--- src/rtl/uart_rx_pkg.sv ---
// Shared types and constants for the parametrised UART receiver.
package uart_rx_pkg;

  typedef enum logic [2:0] {
    ST_IDLE,
    ST_START,
    ST_DATA,
    ST_PARITY,
    ST_STOP1,
    ST_STOP2,
    ST_BREAK
  } rx_state_e;

  localparam logic [2:0] PAR_NONE  = 3'd0;
  localparam logic [2:0] PAR_EVEN  = 3'd1;
  localparam logic [2:0] PAR_ODD   = 3'd2;
  localparam logic [2:0] PAR_MARK  = 3'd3;
  localparam logic [2:0] PAR_SPACE = 3'd4;

  // Majority of three samples.
  function automatic logic maj3(input logic a, input logic b, input logic c);
    return (a & b) | (a & c) | (b & c);
  endfunction

endpackage

--- src/rtl/uart_rx_param_if.sv ---
// Receive-word handshake between the UART receiver and its consumer.
interface uart_rx_param_if #(
  parameter int MAX_BITS = 9
);
  logic [MAX_BITS-1:0] rx_data;
  logic                rx_valid;
  logic                rx_ready;
  logic                rx_par_err;
  logic                rx_frm_err;
  logic                rx_brk;
  logic                rx_ovr;

  modport master (
    output rx_data, rx_valid, rx_par_err, rx_frm_err, rx_brk, rx_ovr,
    input  rx_ready
  );

  modport slave (
    input  rx_data, rx_valid, rx_par_err, rx_frm_err, rx_brk, rx_ovr,
    output rx_ready
  );
endinterface

--- src/rtl/uart_rx_sampler.sv ---
// Input synchroniser, mid-bit 3-sample majority vote and start detection.
module uart_rx_sampler
  import uart_rx_pkg::*;
#(
  parameter int OVS         = 16,
  parameter int SYNC_STAGES = 2,
  localparam int CNT_W      = $clog2(OVS)
) (
  input  logic             clk,
  input  logic             rst,
  input  logic             baud_en,
  input  logic             rx_i,
  input  logic [CNT_W-1:0] tick,
  output logic             bit_val,
  output logic             vote_vld,
  output logic             start
);

  localparam logic [CNT_W-1:0] T_A = CNT_W'(OVS/2 - 1);
  localparam logic [CNT_W-1:0] T_B = CNT_W'(OVS/2);
  localparam logic [CNT_W-1:0] T_C = CNT_W'(OVS/2 + 1);

  logic [SYNC_STAGES-1:0] sync_q;
  logic                   rx_s;
  logic                   smp_p0;
  logic                   smp_p1;

  // Synchroniser chain, idles high so reset looks like an idle line.
  always_ff @(posedge clk) begin
    if (rst) sync_q <= '1;
    else     sync_q <= {sync_q[SYNC_STAGES-2:0], rx_i};
  end

  assign rx_s = sync_q[SYNC_STAGES-1];

  // --- sample stage: capture the two early mid-bit samples ---
  always_ff @(posedge clk) begin
    if (baud_en && tick == T_A) smp_p0 <= rx_s;
    if (baud_en && tick == T_B) smp_p1 <= rx_s;
  end

  // --- vote stage: third sample is the live synced line ---
  assign bit_val  = maj3(smp_p0, smp_p1, rx_s);
  assign vote_vld = baud_en && (tick == T_C);
  // A low line on an enable cycle; the FSM only acts on it in IDLE, and
  // in BREAK its absence means the line has returned high.
  assign start    = baud_en && !rx_s;

endmodule

--- src/rtl/uart_rx_param.sv ---
// Parametrised UART receiver: configurable width, parity, stop bits,
// break detection and a valid/ready holding register with overrun flag.
module uart_rx_param
  import uart_rx_pkg::*;
#(
  parameter int OVS         = 16,
  parameter int MAX_BITS    = 9,
  parameter int SYNC_STAGES = 2
) (
  input  logic       clk,
  input  logic       rst,
  input  logic       baud_en,
  input  logic       rx_i,
  input  logic [3:0] cfg_bits,
  input  logic [2:0] cfg_par,
  input  logic       cfg_stop2,
  uart_rx_param_if.master rx_if,
  output logic       busy
);

  localparam int               CNT_W  = $clog2(OVS);
  localparam logic [CNT_W-1:0] T_LAST = CNT_W'(OVS - 1);
  localparam logic [3:0]       MAXB   = 4'(MAX_BITS);

  rx_state_e           state;
  logic [CNT_W-1:0]    tick;
  logic [3:0]          bit_idx;
  logic [3:0]          nbits;
  logic [2:0]          par_mode;
  logic                stop2;
  logic [MAX_BITS-1:0] shreg;
  logic [MAX_BITS-1:0] data_just;
  logic                par_err;
  logic                frm_err;
  logic                any_one;

  logic                bit_val;
  logic                vote_vld;
  logic                start;
  logic                done;
  logic                is_brk;
  logic                fin_frm;
  logic                exp_par;

  logic [MAX_BITS-1:0] out_data;
  logic                out_vld;
  logic                out_par;
  logic                out_frm;
  logic                out_brk;
  logic                out_ovr;

  function automatic logic [3:0] clamp_bits(input logic [3:0] b);
    if (b < 4'd5) return 4'd5;
    if (b > MAXB) return MAXB;
    return b;
  endfunction

  function automatic logic [2:0] norm_par(input logic [2:0] p);
    return (p > PAR_SPACE) ? PAR_NONE : p;
  endfunction

  uart_rx_sampler #(
    .OVS         (OVS),
    .SYNC_STAGES (SYNC_STAGES)
  ) u_sampler (
    .clk      (clk),
    .rst      (rst),
    .baud_en  (baud_en),
    .rx_i     (rx_i),
    .tick     (tick),
    .bit_val  (bit_val),
    .vote_vld (vote_vld),
    .start    (start)
  );

  // Bits arrive LSB first into the top of the register; shift down to
  // right-justify whatever width was latched for this frame.
  assign data_just = shreg >> (MAXB - nbits);

  // Expected parity bit for the latched mode.
  always_comb begin
    exp_par = 1'b0;
    case (par_mode)
      PAR_EVEN: exp_par = ^data_just;
      PAR_ODD:  exp_par = ~(^data_just);
      PAR_MARK: exp_par = 1'b1;
      default:  exp_par = 1'b0;
    endcase
  end

  // Frame completes on the mid-bit vote of the last stop bit.
  always_comb begin
    done = 1'b0;
    if (vote_vld) begin
      if (state == ST_STOP1 && !stop2) done = 1'b1;
      if (state == ST_STOP2)           done = 1'b1;
    end
  end

  assign is_brk  = ~any_one & ~bit_val;
  assign fin_frm = frm_err | ~bit_val;
  assign busy    = (state != ST_IDLE);

  // Frame sequencer; everything advances only on baud_en.
  always_ff @(posedge clk) begin
    if (rst) begin
      state   <= ST_IDLE;
      tick    <= '0;
      bit_idx <= '0;
    end else if (baud_en) begin
      tick <= (tick == T_LAST) ? '0 : tick + 1'b1;
      case (state)
        ST_IDLE: begin
          if (start) begin
            state    <= ST_START;
            tick     <= '0;
            bit_idx  <= '0;
            nbits    <= clamp_bits(cfg_bits);
            par_mode <= norm_par(cfg_par);
            stop2    <= cfg_stop2;
            par_err  <= 1'b0;
            frm_err  <= 1'b0;
            any_one  <= 1'b0;
          end
        end
        ST_START: begin
          if (vote_vld && bit_val) state <= ST_IDLE;
          else if (tick == T_LAST) state <= ST_DATA;
        end
        ST_DATA: begin
          if (vote_vld) begin
            shreg   <= {bit_val, shreg[MAX_BITS-1:1]};
            bit_idx <= bit_idx + 4'd1;
            any_one <= any_one | bit_val;
          end
          if (tick == T_LAST && bit_idx == nbits)
            state <= (par_mode != PAR_NONE) ? ST_PARITY : ST_STOP1;
        end
        ST_PARITY: begin
          if (vote_vld) begin
            par_err <= (bit_val != exp_par);
            any_one <= any_one | bit_val;
          end
          if (tick == T_LAST) state <= ST_STOP1;
        end
        ST_STOP1: begin
          if (vote_vld) begin
            frm_err <= fin_frm;
            any_one <= any_one | bit_val;
            if (!stop2) state <= is_brk ? ST_BREAK : ST_IDLE;
          end else if (tick == T_LAST && stop2) begin
            state <= ST_STOP2;
          end
        end
        ST_STOP2: begin
          if (vote_vld) state <= is_brk ? ST_BREAK : ST_IDLE;
        end
        ST_BREAK: begin
          if (!start) state <= ST_IDLE;
        end
        default: state <= ST_IDLE;
      endcase
    end
  end

  // Holding register: load on completion if free or draining, else flag overrun.
  always_ff @(posedge clk) begin
    if (rst) begin
      out_vld  <= 1'b0;
      out_data <= '0;
      out_par  <= 1'b0;
      out_frm  <= 1'b0;
      out_brk  <= 1'b0;
      out_ovr  <= 1'b0;
    end else if (done && (!out_vld || rx_if.rx_ready)) begin
      out_vld  <= 1'b1;
      out_data <= is_brk ? '0 : data_just;
      out_par  <= par_err;
      out_frm  <= fin_frm;
      out_brk  <= is_brk;
      out_ovr  <= 1'b0;
    end else if (done) begin
      out_ovr  <= 1'b1;
    end else if (out_vld && rx_if.rx_ready) begin
      out_vld  <= 1'b0;
      out_par  <= 1'b0;
      out_frm  <= 1'b0;
      out_brk  <= 1'b0;
      out_ovr  <= 1'b0;
    end
  end

  assign rx_if.rx_data    = out_data;
  assign rx_if.rx_valid   = out_vld;
  assign rx_if.rx_par_err = out_par;
  assign rx_if.rx_frm_err = out_frm;
  assign rx_if.rx_brk     = out_brk;
  assign rx_if.rx_ovr     = out_ovr;

endmodule

--- src/flat_wrapper.sv ---
// flat-port wrapper written by rule: the top's interface ports become plain ports
module uart_rx_param_flat import uart_rx_pkg::*;
#(
  parameter int OVS         = 16,
  parameter int MAX_BITS    = 9,
  parameter int SYNC_STAGES = 2
)
  (clk, rst, baud_en, rx_i, cfg_bits, cfg_par, cfg_stop2, busy, rx_if_rx_data, rx_if_rx_valid, rx_if_rx_par_err, rx_if_rx_frm_err, rx_if_rx_brk, rx_if_rx_ovr, rx_if_rx_ready);
  uart_rx_param_if #(.MAX_BITS(MAX_BITS)) rx_if_i ();
  input  logic clk;
  input  logic rst;
  input  logic baud_en;
  input  logic rx_i;
  input  logic [3:0] cfg_bits;
  input  logic [2:0] cfg_par;
  input  logic cfg_stop2;
  output logic busy;
  output wire logic [$bits(rx_if_i.rx_data)-1:0] rx_if_rx_data;
  output wire logic [$bits(rx_if_i.rx_valid)-1:0] rx_if_rx_valid;
  output wire logic [$bits(rx_if_i.rx_par_err)-1:0] rx_if_rx_par_err;
  output wire logic [$bits(rx_if_i.rx_frm_err)-1:0] rx_if_rx_frm_err;
  output wire logic [$bits(rx_if_i.rx_brk)-1:0] rx_if_rx_brk;
  output wire logic [$bits(rx_if_i.rx_ovr)-1:0] rx_if_rx_ovr;
  input wire logic [$bits(rx_if_i.rx_ready)-1:0] rx_if_rx_ready;
  assign rx_if_rx_data = rx_if_i.rx_data;
  assign rx_if_rx_valid = rx_if_i.rx_valid;
  assign rx_if_rx_par_err = rx_if_i.rx_par_err;
  assign rx_if_rx_frm_err = rx_if_i.rx_frm_err;
  assign rx_if_rx_brk = rx_if_i.rx_brk;
  assign rx_if_rx_ovr = rx_if_i.rx_ovr;
  assign rx_if_i.rx_ready = rx_if_rx_ready;
  uart_rx_param #(.OVS(OVS), .MAX_BITS(MAX_BITS), .SYNC_STAGES(SYNC_STAGES)) u_core (.clk(clk), .rst(rst), .baud_en(baud_en), .rx_i(rx_i), .cfg_bits(cfg_bits), .cfg_par(cfg_par), .cfg_stop2(cfg_stop2), .rx_if(rx_if_i), .busy(busy));
endmodule
--- config.mk ---
export PLATFORM = sky130hd
export DESIGN_NAME = uart_rx_param_flat
export DESIGN_NICKNAME = d
export VERILOG_FILES = /design/src/rtl/uart_rx_pkg.sv /design/src/rtl/uart_rx_param_if.sv /design/src/rtl/uart_rx_sampler.sv /design/src/rtl/uart_rx_param.sv /design/src/flat_wrapper.sv
export SDC_FILE = /design/constraint.sdc
export NUM_CORES = 1
export LEC_CHECK = 0
export BUFFER_PORTS_ARGS = -buffer_cell sky130_fd_sc_hd__buf_2
export CORE_MARGIN = 2
export CORE_UTILIZATION = 31
export DETAILED_ROUTE_END_ITERATION = 10
export PLACE_DENSITY_LB_ADDON = 0.12
export SETUP_SLACK_MARGIN = 0.3
export SYNTH_ARGS = -nofsm -noshare
export SYNTH_HDL_FRONTEND = slang
export SYNTH_HIERARCHICAL = 1
export SYNTH_SLANG_ARGS = --single-unit
--- constraint.sdc ---
create_clock -name clk -period 3.5 [get_ports clk]
set_input_delay 0.35 -clock clk [delete_from_list [all_inputs] [get_ports clk]]
set_output_delay 0.35 -clock clk [all_outputs]
set_load 0.02 [all_outputs]
==> run summary <==
The flow ran to the end, and the final reports show no timing, DRC or antenna violations. The number of antenna violations at the first check in global routing is 0. The vias per cell came out at 5.01. The area added between synthesis and finish is 11.1%. The cell area that synthesis handed to floorplanning was 2750 um^2. The most instantiated flip-flop cell in the synthesis netlist is sky130_fd_sc_hd__dfxtp_1. In the routed design, unresolved DRC markers number 0. Following the worst setup path forward leads to its endpoint at u_core/par_err$_SDFFCE_PN0P_. The worst path needs 2.80 ns of the cycle, external delays included. The hold slack came out at 0.226 ns. The pin count of the biggest net entering global routing is 28. The met3 routing resource usage after global routing came out at 0.0265. Synthesis produced a netlist whose cell count is 297. Setup violations remaining at the end of the flow were counted as 0. The weighted congestion at the end of routability-driven global placement is 0.802. The total clock buffers created by CTS came out at 5. The layer carrying the most global-route usage is met2.

The minimum setup slack among reg-to-reg paths came out at 0.70 ns. The final layout contains routed wiring with a total length of 5860 um. The kind of critical path is reg -> reg. After floorplanning, the core was divided into 34 placement rows. In this run the critical register-to-register path is captured at u_core/par_err$_SDFFCE_PN0P_. The clock tree synthesis step divided the H-tree into 2 levels. The number of detailed-routing iterations run before antenna repair is 4. The worst-case reg-to-reg path depth came out at 10.

The port buffer count is 27. The clock tree buffer depth came out at 2. The async set-reset flop share out of synthesis came out at 0. Clock-pin slew was measured on the worst setup and hold paths at 0.09 ns. The peak fanout along the critical path is 19. In this run the worst setup path begins at u_core/nbits[1]$_SDFFCE_PN0P_. The placeable core region is 8680 um^2.

The achievable frequency came out at 0.357 GHz. At the later pin of the worst-skew pair, clock insertion delay measures 0.30 ns. The total global-route track usage is 0.129. The worst setup path is captured at a flip-flop. The yosys synthesis warning count came out at 6. After the last flow step, the layout net total stands at 333.

The setup clock skew after layout came out at 0.00467 ns. Each instance of the synthesized netlist takes up on average 9.26 um^2. The net count of the mapped netlist is 313. The startpoint identified for the worst register-to-register timing path is u_core/nbits[1]$_SDFFCE_PN0P_. The routed wirelength normalized by instance count is 13.8 um. The number of vias in the routed layout is 2133.

The fraction of final layout cells with drive strength greater than 1 is 0.167. The TritonCTS sink count is 49. The width of the chip is 98.2 um. The peak supply drop is 0.155 mV. The DRC marker count from the first detailed-route iteration came out at 124. The number of max-slew violations in the final report came to 0. The global routing met2 resource utilization is 0.201. The number of enable-type register cells in the synthesized netlist came out at 22. The HPWL after detailed placement is 4260 um. During I/O placement, the number of pins put on the boundary was 28. For this run, global-route usage on met1 was measured as 0.182.

The root buffer cell is sky130_fd_sc_hd__clkbuf_8. The initial standard-cell utilization of the core is 0.317. The required time of the critical path came out at 3.56 ns.

The register bit count reported by yosys came out at 49. The arrival time reported for the critical path endpoint came out at 2.86 ns. The repair_antennas step left the layout with diodes totalling 0. The kind of launch point of the worst setup path is a flip-flop. TritonCTS built the clock tree. The total of hold buffers inserted after clock tree synthesis is 0. The first global-routing pass estimated 10100 um of wire. The number of global-route vias before repair is 2071. The total count of hold-check failures in the final report came out at 0. The area enclosed by the die boundary came out at 9640 um^2. The power per cell area is 344 nW/um^2.

The number of setup buffers added after CTS came out at 0. Setup repair after global routing left no endpoint under its margin. Once detail routing completed, the nets flagged for antenna violations numbered 0. The post-route clock period utilization is 0.801.

For this run the aggregate overflow at the end of global routing stands at 0. The leakage power of the design came out at 0.00118 uW. The normalized max-slew margin came out at 0.471. The path type of the worst min-delay path is in -> reg.

In this run the vertical extent of the chip is 98.2 um. The count of instances resized after the clock tree is built is 0. The number of maximum-capacitance violations came out at 0.

The actual transition at the worst max-transition pin came out at 0.790 ns. In the final timing run, aggregate negative setup slack is 0 ns. The count of cell types in the netlist is 57. The sequential fraction of the synthesis area came out at 0.437.
-- layout by cell type (no fill, tap or decap), types with 5 or more instances in the layout --
master,n
sky130_fd_sc_hd__nor2_1,38
sky130_fd_sc_hd__buf_2,27
sky130_fd_sc_hd__dfxtp_1,27
sky130_fd_sc_hd__a21oi_1,24
sky130_fd_sc_hd__nand2_1,22
sky130_fd_sc_hd__edfxtp_1,22
sky130_fd_sc_hd__mux2i_1,14
sky130_fd_sc_hd__o21ai_0,13
sky130_fd_sc_hd__nand3_1,9
sky130_fd_sc_hd__nor3_1,9
sky130_fd_sc_hd__nand2b_1,8
sky130_fd_sc_hd__nor2b_1,8
sky130_fd_sc_hd__a22oi_1,8
sky130_fd_sc_hd__clkbuf_8,6
sky130_fd_sc_hd__xnor2_1,6
sky130_fd_sc_hd__inv_1,5
sky130_fd_sc_hd__or3_1,5
sky130_fd_sc_hd__xor2_1,5
-- registers in the layout, indices dropped and copies added, names as in the netlist --
name and flops:
u_core/bit_idx 4, u_core/stop2 1, u_core/rx_if.rx_data 9, u_core/rx_if.rx_valid 1, u_core/u_sampler/sync_q 2, u_core/rx_if.rx_par_err 1, u_core/shreg 9, u_core/u_sampler/smp_p1 1
u_core/frm_err 1, u_core/rx_if.rx_ovr 1, u_core/par_mode 3, u_core/tick 4, u_core/any_one 1, u_core/rx_if.rx_frm_err 1, u_core/nbits 4, u_core/u_sampler/smp_p0 1
u_core/par_err 1, u_core/state 3, u_core/rx_if.rx_brk 1
-- power by group --
group | leakage, uW | internal (uW) | switching, uW
sequential | 0.000415 | 599 | 7.54
clock | 0.0000566 | 205 | 188
combinational | 0.000710 | 22.8 | 27.9
-- worst max-delay path, stage by stage (launching register included) --
cell and delay [ns]:
sky130_fd_sc_hd__edfxtp_1 0.37, sky130_fd_sc_hd__buf_4 0.25, sky130_fd_sc_hd__inv_1 0.09, sky130_fd_sc_hd__ha_1 0.49, sky130_fd_sc_hd__a221oi_2 0.26, sky130_fd_sc_hd__o21ai_1 0.09
sky130_fd_sc_hd__o211ai_1 0.08, sky130_fd_sc_hd__xnor3_1 0.44, sky130_fd_sc_hd__a22oi_2 0.20, sky130_fd_sc_hd__o21ai_0 0.10, sky130_fd_sc_hd__and4b_1 0.19
-- per-stage QoR --
stage               cells  setup WS [ns]  cell area, um^2  total power (uW)   util
floorplan             297          0.939             2750               655      -
global placement      418          0.733             2940               671  0.339
detailed placement    418          0.723             2940               671  0.339
CTS                   426          0.706             3050              1070  0.352
global route          426          0.456             3050              1100  0.352
finish                426          0.698             3050              1050  0.352
-- how the worst min path moves through the flow --
| stage | startpoint | to | slack [ns] | cells after the start |
|---|---|---|---|---|
| finish | cfg_stop2 | u_core/stop2$_DFFE_PP_ | 0.23 | 1 |
| global route | cfg_stop2 | u_core/stop2$_DFFE_PP_ | 0.20 | 1 |
| CTS | cfg_stop2 | u_core/stop2$_DFFE_PP_ | 0.20 | 1 |
| detailed placement | u_core/u_sampler/sync_q[0]$_SDFF_PP1_ | u_core/u_sampler/sync_q[1]$_SDFF_PP1_ | 0.40 | 1 |
| global placement | u_core/u_sampler/sync_q[0]$_SDFF_PP1_ | u_core/u_sampler/sync_q[1]$_SDFF_PP1_ | 0.40 | 1 |
| floorplan | u_core/u_sampler/sync_q[0]$_SDFF_PP1_ | u_core/u_sampler/sync_q[1]$_SDFF_PP1_ | 0.39 | 1 |
-- layout make-up --
class / instances / area, um^2
clock buffers: 8 / 111
fillers: 943 / 5630
inverters: 6 / 22.5
multi-input cells: 225 / 1430
flip-flops and latches: 49 / 1200
well taps: 108 / 135
repair buffers: 30 / 158
-- routing by layer --
metal	wire length, um	up-vias
met3	160	2
met5	0	-
met2	2700	30
li1	-	1102
met4	33	0
met1	2970	999
-- Yosys cell counts (2+ instances only) --
cell                        n  share of area
sky130_fd_sc_hd__a22oi_1    8          0.022
sky130_fd_sc_hd__ha_1       3          0.014
sky130_fd_sc_hd__o21ai_0   13          0.024
sky130_fd_sc_hd__edfxtp_1  22           0.24
sky130_fd_sc_hd__a31oi_1    2         0.0046
sky130_fd_sc_hd__or2_2      4         0.0091
sky130_fd_sc_hd__dfxtp_1   27           0.20
sky130_fd_sc_hd__and3_1     3         0.0068
sky130_fd_sc_hd__and2_1     4         0.0091
sky130_fd_sc_hd__a21oi_1   24          0.044
sky130_fd_sc_hd__nor3b_1    2         0.0055
sky130_fd_sc_hd__clkbuf_8   2          0.010
sky130_fd_sc_hd__buf_4      2         0.0055
sky130_fd_sc_hd__nand4_1    2         0.0046
sky130_fd_sc_hd__nor2b_1    8          0.018
sky130_fd_sc_hd__mux2_2     4          0.016
sky130_fd_sc_hd__or3_1      5          0.011
sky130_fd_sc_hd__xnor2_1    6          0.019
sky130_fd_sc_hd__a211oi_1   2         0.0055
sky130_fd_sc_hd__nor3_1     9          0.016
sky130_fd_sc_hd__inv_1      5         0.0068
sky130_fd_sc_hd__nand2_1   22          0.030
sky130_fd_sc_hd__nand3_1    9          0.016
sky130_fd_sc_hd__clkbuf_1  11          0.015
sky130_fd_sc_hd__or3b_1     2         0.0064
sky130_fd_sc_hd__o22ai_1    3         0.0068
sky130_fd_sc_hd__nor2_1    38          0.052
sky130_fd_sc_hd__xor2_1     5          0.016
sky130_fd_sc_hd__nand2b_1   8          0.018
sky130_fd_sc_hd__mux2i_1   14          0.051
sky130_fd_sc_hd__nor4_1     2         0.0046
-- cell families (layout without fill, tap and decap cells) --
family	count (synthesis)	count (layout)	synth area share
adder cells (fa/ha/maj)	4	4	0.0173
flip-flops	49	49	0.437
buffers and inverters	23	44	0.0446
AO/OA/AOI/OAI	65	65	0.148
XOR/XNOR	12	12	0.0432
AND/OR/NAND/NOR	125	125	0.234
multiplexers	19	19	0.0756
Power figures use the tool's default switching activity.
